**src/rtl/viterbi_codec.sv**
```systemverilog
// Rate-1/2, K=3 convolutional encoder (G1=7, G0=5) and hard-decision 4-state
// Viterbi decoder with register-exchange survivor memory. The encoder and
// decoder paths are independent; they share only clock and reset.
module viterbi_codec #(
  parameter int unsigned TB_DEPTH = 32,
  parameter int unsigned PM_W     = 8
) (
  input  logic       clk,
  input  logic       rst,
  input  logic       enc_enable_i,
  input  logic       enc_d_i,
  output logic       enc_valid_o,
  output logic [1:0] enc_d_o,
  input  logic       dec_enable_i,
  input  logic [1:0] dec_d_i,
  output logic       dec_d_o,
  output logic       dec_valid_o
);

  // The oldest survivor bit is only ever read as the output tap, so it is
  // taken from the predecessor's stored top bit rather than kept per state.
  localparam int unsigned SW    = TB_DEPTH - 1;
  localparam int unsigned CNT_W = $clog2(TB_DEPTH);
  localparam logic [PM_W-1:0] PM_INIT = PM_W'(16);

  // Expected symbol leaving predecessor state {a,b} on input u.
  function automatic logic [1:0] exp_sym(input logic [1:0] pred_st, input logic u);
    return {u ^ pred_st[1] ^ pred_st[0], u ^ pred_st[0]};
  endfunction

  // Hamming distance between two 2-bit symbols.
  function automatic logic [1:0] hamming2(input logic [1:0] x, input logic [1:0] y);
    logic [1:0] d;
    d = x ^ y;
    return {1'b0, d[1]} + {1'b0, d[0]};
  endfunction

  // Path metric plus branch metric, clamped at all-ones instead of wrapping.
  function automatic logic [PM_W-1:0] sat_add(input logic [PM_W-1:0] a, input logic [1:0] b);
    logic [PM_W:0] sum;
    sum = {1'b0, a} + {{(PM_W-1){1'b0}}, b};
    return sum[PM_W] ? '1 : sum[PM_W-1:0];
  endfunction

  // ---------------------------------------------------------------- encoder
  logic [1:0] enc_s_q, enc_s_d;      // {s1, s0}; s1 is the most recent past bit
  logic [1:0] enc_sym_q, enc_sym_d;
  logic       enc_valid_q;

  // Encoder next state: new symbol and shifted history only when enabled.
  always_comb begin
    enc_s_d   = enc_s_q;
    enc_sym_d = enc_sym_q;
    if (enc_enable_i) begin
      enc_sym_d = {enc_d_i ^ enc_s_q[1] ^ enc_s_q[0], enc_d_i ^ enc_s_q[0]};
      enc_s_d   = {enc_d_i, enc_s_q[1]};
    end
  end

  // Encoder registers.
  always_ff @(posedge clk or negedge rst) begin
    if (!rst) begin
      enc_s_q     <= '0;
      enc_sym_q   <= '0;
      enc_valid_q <= 1'b0;
    end else begin
      enc_s_q     <= enc_s_d;
      enc_sym_q   <= enc_sym_d;
      enc_valid_q <= enc_enable_i;
    end
  end

  assign enc_d_o     = enc_sym_q;
  assign enc_valid_o = enc_valid_q;

  // ---------------------------------------------------------------- decoder
  logic [PM_W-1:0]  pm_q   [4];
  logic [PM_W-1:0]  pm_d   [4];
  logic [SW-1:0]    surv_q [4];
  logic [SW-1:0]    surv_d [4];
  logic [PM_W-1:0]  new_pm [4];
  logic [1:0]       pred   [4];
  logic [PM_W-1:0]  pm_min;
  logic [1:0]       best;
  logic [CNT_W-1:0] cnt_q, cnt_d;
  logic             dec_valid_q, dec_valid_d;
  logic             dec_d_q, dec_d_d;

  // Add-compare-select: next state {u,a} has predecessors {a,0} (upper) and
  // {a,1} (lower); ties go to the upper predecessor.
  always_comb begin
    logic [1:0]      ns;
    logic [PM_W-1:0] cand_up;
    logic [PM_W-1:0] cand_lo;
    logic            take_lo;
    ns      = '0;
    cand_up = '0;
    cand_lo = '0;
    take_lo = 1'b0;
    for (int unsigned s = 0; s < 4; s++) begin
      ns        = 2'(s);
      cand_up   = sat_add(pm_q[{ns[0], 1'b0}], hamming2(dec_d_i, exp_sym({ns[0], 1'b0}, ns[1])));
      cand_lo   = sat_add(pm_q[{ns[0], 1'b1}], hamming2(dec_d_i, exp_sym({ns[0], 1'b1}, ns[1])));
      take_lo   = cand_lo < cand_up;
      new_pm[s] = take_lo ? cand_lo : cand_up;
      pred[s]   = {ns[0], take_lo};
    end
  end

  // Minimum new metric and best state; lowest index wins a tie.
  always_comb begin
    pm_min = new_pm[0];
    best   = '0;
    for (int unsigned s = 1; s < 4; s++) begin
      if (new_pm[s] < pm_min) begin
        pm_min = new_pm[s];
        best   = 2'(s);
      end
    end
  end

  // Decoder next state: normalised metrics, survivor exchange, output tap and
  // valid counter; everything holds while dec_enable_i is low.
  always_comb begin
    logic [1:0] ns;
    ns          = '0;
    pm_d        = pm_q;
    surv_d      = surv_q;
    cnt_d       = cnt_q;
    dec_valid_d = dec_valid_q;
    dec_d_d     = dec_d_q;
    if (dec_enable_i) begin
      for (int unsigned s = 0; s < 4; s++) begin
        ns        = 2'(s);
        pm_d[s]   = new_pm[s] - pm_min;
        surv_d[s] = {surv_q[pred[s]][SW-2:0], ns[1]};
      end
      dec_d_d = surv_q[pred[best]][SW-1];
      if (!dec_valid_q) begin
        if (cnt_q == CNT_W'(TB_DEPTH - 1)) begin
          dec_valid_d = 1'b1;
        end else begin
          cnt_d = cnt_q + 1'b1;
        end
      end
    end
  end

  // Decoder registers; reset biases decoding toward the all-zero start state.
  always_ff @(posedge clk or negedge rst) begin
    if (!rst) begin
      for (int unsigned s = 0; s < 4; s++) begin
        pm_q[s]   <= (s == 0) ? '0 : PM_INIT;
        surv_q[s] <= '0;
      end
      cnt_q       <= '0;
      dec_valid_q <= 1'b0;
      dec_d_q     <= 1'b0;
    end else begin
      pm_q        <= pm_d;
      surv_q      <= surv_d;
      cnt_q       <= cnt_d;
      dec_valid_q <= dec_valid_d;
      dec_d_q     <= dec_d_d;
    end
  end

  assign dec_d_o     = dec_d_q;
  assign dec_valid_o = dec_valid_q;

endmodule

```
**config.mk**
```make
export PLATFORM = sky130hd
export DESIGN_NAME = viterbi_codec
export DESIGN_NICKNAME = d
export VERILOG_FILES = /design/src/rtl/viterbi_codec.sv
export SDC_FILE = /design/constraint.sdc
export NUM_CORES = 1
export LEC_CHECK = 0
export CORE_MARGIN = 4
export CORE_UTILIZATION = 40
export CTS_BUF_LIST = sky130_fd_sc_hd__clkbuf_4
export DETAILED_ROUTE_END_ITERATION = 8
export HOLD_SLACK_MARGIN = 0.08
export PLACE_DENSITY = 0.6
export SETUP_SLACK_MARGIN = 0.5
export SLEW_MARGIN = 10
export SYNTH_ARGS = -nofsm -noshare
export SYNTH_HDL_FRONTEND = slang
export SYNTH_SLANG_ARGS = --single-unit
```
**constraint.sdc**
```tcl
create_clock -name clk -period 21.3 [get_ports clk]
set_clock_uncertainty 0.05 [all_clocks]
set_input_delay 5.325 -clock clk [delete_from_list [all_inputs] [get_ports clk]]
set_output_delay 5.325 -clock clk [all_outputs]
set_load 0.005 [all_outputs]
```
# --- Word level (Yosys, flattened, before mapping) ---
# Index checks and enable logic that the tools add are counted.
op_classes:
  add_sub_neg: 17
  magnitude_cmp: 13
  eq_ne: 1
  mux: 38
  bitwise_logic: 14
  n_reduce_logical: 1
ops:
  columns: ["operator", "n"]
  rows:
  - ["$bmux W31 S2", 5]
  - ["$mux W30", 8]
  - ["$mux W8", 15]
  - ["$add A8 B2 Y9", 8]
  - ["$mux W31", 2]
  - ["$lt A8 B8 Y1", 7]
  - ["$sub A8 B8 Y8", 4]
  - ["$ge A3 B3 Y1 const B", 6]
  - ["$not A2 Y3", 4]
  - ["$add A1 B1 Y2", 4]
  - ["$mux W2", 4]
  - ["$not A1 Y3", 2]
  - ["$add A5 B1 Y5 const B", 1]
  - ["$eq A5 B5 Y1 const B", 1]
  - ["$bmux W2 S2", 1]
  - ["$not A1 Y1", 4]
  - ["$mux W1", 3]
  - ["$reduce_and A3 Y1", 1]
  - ["$xor A1 B1 Y1", 3]
  - ["$not A2 Y2", 1]
totals:
  register_bits: 166
  inputBits: 7
  out_inout_bits: 5
  word_cells: 98

# --- Logic depth before layout (Yosys ltp) ---
depth:
  depth_word: 20
  mapped_depth: 61
  ltp_nobuf: 56

# --- Worst setup path before layout ---
# OpenSTA, ideal clock, no wires.
synth_timing:
  path_type: "input to register"
  startpoint: "input port dec_d_i[0]"
  endpoint: "register pm_q[6] (netlist bit)"
  arrival_ns: 16.957
  path_slack_ns: 4.212
  stages: 56
  n_path_buf: 6
  cell_sequence: "inv_1 ha_1 inv_1 ha_1 ha_1 a21oi_1 nor2_1 mux2_2 ha_1 nand2_1 o21ai_0 nor2_1 a31o_2 clkbuf_1 o21ai_1 ha_1 a21o_1 a21o_1 [20 not listed] a221o_1 a21oi_1 o21ai_0 mux2i_1 o21ai_2 buf_4 clkbuf_1 mux2i_1 ha_1 inv_1 ha_1 a21oi_1 a22oi_1 o21ai_0 a21oi_1 a211oi_1 or4_1 a31oi_1"
synth_between:
  elab_chain_cells: 13
  elab_cells_between_ends: 37
  cone_classes: "add/sub (13); order compare (7); mux (15); bitwise (2)"
synth_lines:
  columns: ["item", "line_no", "source"]
  rows:
  - ["from (decl)", "15", "input logic [1:0] dec_d_i,"]
  - ["$not A1 Y1 (no line) or $not A2 Y2 (tied branches)", null, null]
  - ["$add A1 B1 Y2", "35", "return {1'b0, d[1]} + {1'b0, d[0]};"]
  - ["$add A8 B2 Y9", "41", "sum = {1'b0, a} + {{(PM_W-1){1'b0}}, b};"]
  - ["$mux W8", "42", "return sum[PM_W] ? '1 : sum[PM_W-1:0];"]
  - ["$lt A8 B8 Y1", "104", "take_lo = cand_lo < cand_up;"]
  - ["$mux W8", "105", "new_pm[s] = take_lo ? cand_lo : cand_up;"]
  - ["$lt A8 B8 Y1", "115", "if (new_pm[s] < pm_min) begin"]
  - ["$mux W8", "115", null]
  - ["$lt A8 B8 Y1", "115", null]
  - ["$mux W8", "115", null]
  - ["$lt A8 B8 Y1", "115", null]
  - ["$mux W8", "115", null]
  - ["$sub A8 B8 Y8 (*)", "135", "pm_d[s] = new_pm[s] - pm_min;"]
  - ["to (signal, indexed assignment)", "153", "pm_q[s] <= (s == 0) ? '0 : PM_INIT;"]
  - ["to (signal assigned)", "160", "pm_q <= pm_d;"]
  - ["to (decl)", "77", "logic [PM_W-1:0] pm_q [4];"]
# Mark *: on every way between the ends. The rest lies on a longest branch, timed or not.
# A chain may end at the register's enable or synchronous reset.

# --- Worst setup path after layout ---
layout_timing:
  startpoint: "input port dec_d_i[1]"
  endpoint: "register pm_q[6] (netlist bit)"
# Same word-level chain as after synthesis.

==> qor.yml <==
status: "finished, final reports clean"
yosysWarnings: 0
start_kind: "input pin"
post_cts.repair.setup_buffers: 0
r2r_slack_ns: 7.44
finalSetupViolations: 0
dominantRegCellSynth: "dfrtp_1"
hold_depth: 1
root_buffer: "clkbuf_4"
cts_buffers: 17
clockBufferDepth: 2
crit_type: "input pin to register"
cp.required_ns: 21.72
via_count: 10950
track_usage: 0.1974
min_period_over_period: 0.9054
cp.arrival_ns: 19.71
pin_count: 12
final_nets: 1571
slew_headroom: 0.2475
place_ws_ns: 1.685
synth-seq-area-share: 0.3240
grt_pass1_vias: 10500
crit_top_cell: "ha_1"
slowest_delay_ns: 0.94
num_rows: 64
tightest_slew_ns: 1.127
ys_types: 94
synth_cells: 1528
drv_slew: 0
grt_max_degree: 105
clkLatencyLatePin_ns: 0.56
cts_tree: "yes"
antenna_left: 0
h-tree-depth: 4
rsz0062_at_grt: "false"
async_flop_share: 1.000
path_clk_slew_ns: 0.18
start_util: 0.4087
route.detailed.wl_per_inst_um: 17.57
cts_resized: 0
cpMaxStageDelayCell: "o311ai_2"
maxCapViolCount: 0
die_w_um: 185.5
synth.ff_latch_count: 163
fin_tns_setup_ns: 0
syn2layout_area_growth_pct: 5.263
synth_area_per_cell_um2: 8.246
vias_per_cell: 5.768
grt.overflow.total: 0
drive_above_1_share: 0.08133
synth_nets: 1612
coreArea_um2: 30830
wirelength_um: 33360
ff2ff_path_depth: 49
hold_viol: 0
first_iter_violations: 798
antenna_found_initial: 1
firstDrtPassIters: 6
gp_congestion: 0.9113
cp_max_fo: 19
synthesis.area_um2: 12600
max_freq_mhz: 51.86
clock_sinks: 163
die-area_um2: 34400
hold_path_class: "register to register"
setup_slack_ns: 2.016
port_buffers: 11
critPathCaptureType: "register"
synth_edf_count: 0
ctsHoldBuffers: 0
period_needed_ns: 19.28
dp_hpwl_um: 24360
drc_errors: 0
die_h_um: 185.5
grt_pass1_wl_um: 55050
layout by cell type, fill, tap and decap left out, types with 8 or more instances in the layout:
master           Yosys  final
xor2_1              19     19
mux2_2              27     27
inv_1               60     60
nor3_1              13     13
mux2i_1             88     88
xnor2_1             48     48
a31oi_1             68     68
clkbuf_4             0     17
a21oi_1            128    128
o21ai_0             54     54
clkdlybuf4s50_1      0      9
a22oi_1              9      9
nor2_1             211    210
o2111ai_1            9      9
o21ai_1              8      8
ha_1                77     77
nand3_1             26     26
a21o_1              27     27
o211ai_1            13     13
nand2b_1            12     12
dfrtp_1            160    160
buf_4                2     12
nand4_1             12     12
nand2_1            208    208
and2_1               8      8
and3_1              13     13
flip-flops by register name, summed over array words and instances (netlist names):
name,cells
cnt_q,5
surv_q,119
enc_s_q,2
enc_d_o,2
dec_valid_o,1
enc_valid_o,1
dec_d_o,1
pm_q,32
synthesized netlist by cell type, drive strengths merged, types with 4 or more instances:
library cell,count,share of area
or2,4,0.0020
nand3,28,0.012
xor2,19,0.013
a311oi,4,0.0047
nor3,13,0.0052
a31o,7,0.0049
clkbuf,60,0.018
o22ai,7,0.0040
dfrtp,160,0.32
and3,13,0.0065
a21oi,128,0.051
a22oi,10,0.0071
o31a,4,0.0028
a21o,28,0.017
nand3b,4,0.0024
inv,62,0.018
a211oi,5,0.0034
and4,5,0.0037
and2,9,0.0045
o21ai,65,0.027
mux2i,91,0.073
or3,4,0.0020
nand2,209,0.062
o2111ai,9,0.0063
nand2b,12,0.0060
nor2b,7,0.0035
o211ai,14,0.0087
nand4,12,0.0060
nor2,211,0.063
mux2,29,0.027
a31oi,69,0.035
buf,23,0.010
ha,77,0.076
o21a,7,0.0043
maj3,8,0.0068
o31ai,9,0.0069
xnor2,48,0.033
stage by stage:
stage / hold slack, ns / std cells / utilization / area, um2
global route: 0.4651 / 1899 / 0.4302 / 13260
global placement: 0.4015 / 1864 / 0.4205 / 12960
CTS: 0.4356 / 1896 / 0.4300 / 13260
floorplan: 0.3881 / 1528 / - / 12600
finish: 0.4326 / 1899 / 0.4302 / 13260
detailed placement: 0.4050 / 1864 / 0.4205 / 12960
cells by family after synthesis:
group | after synthesis | share of synthesized area
and+or+nand+nor | 543 | 0.1878
AOI/OAI and AO/OA | 404 | 0.2105
DFF | 163 | 0.3240
buffers and inverters | 145 | 0.04638
muxes | 120 | 0.09970
adders and majority gates | 85 | 0.08322
xor gates and xnor gates | 68 | 0.04836
worst paths after layout:
kind / from / to
worst max-delay path: dec_d_i[1] / pm_q[6]$_DFFE_PN0P_
worst min-delay path: cnt_q[3]$_DFFE_PN0P_ / cnt_q[3]$_DFFE_PN0P_
worst max register to register: pm_q[1]$_DFFE_PN0P_ / pm_q[6]$_DFFE_PN0P_
worst min register to register: cnt_q[3]$_DFFE_PN0P_ / cnt_q[3]$_DFFE_PN0P_
max in group asynchronous: rst / surv_q[43]$_DFFE_PN0P_
min in group asynchronous: rst / pm_q[10]$_DFFE_PN0P_
worst max-delay path, delay by kind of cell:
family          cells  cell delay (ns)
compound gates     26             6.93
fa+ha+maj           9             2.49
mux                 5             2.13
buf+inv             8             1.54
simple gates        5             1.22
final cells by class:
| class | instances | area (um2) |
|---|---|---|
| Fill cell | 3110 | 17570 |
| Multi-Input combinational cell | 1220 | 7949 |
| Sequential cell | 163 | 4083 |
| Tap cell | 396 | 495.5 |
| Inverter | 62 | 232.7 |
| Timing Repair Buffer | 23 | 205.2 |
| Clock inverter | 15 | 162.7 |
| Clock buffer | 17 | 127.6 |
| Antenna cell | 3 | 7.507 |
routing by layer:
layer,global-route usage,routed length [um]
met5,0,0
met4,0.03993,451
met3,0.02345,1149
met2,0.3264,15570
met1,0.2809,16190
Power is left out: the tool's default activity adds up to more than one toggle a clock period on the data nets, which glitch-free logic cannot reach.
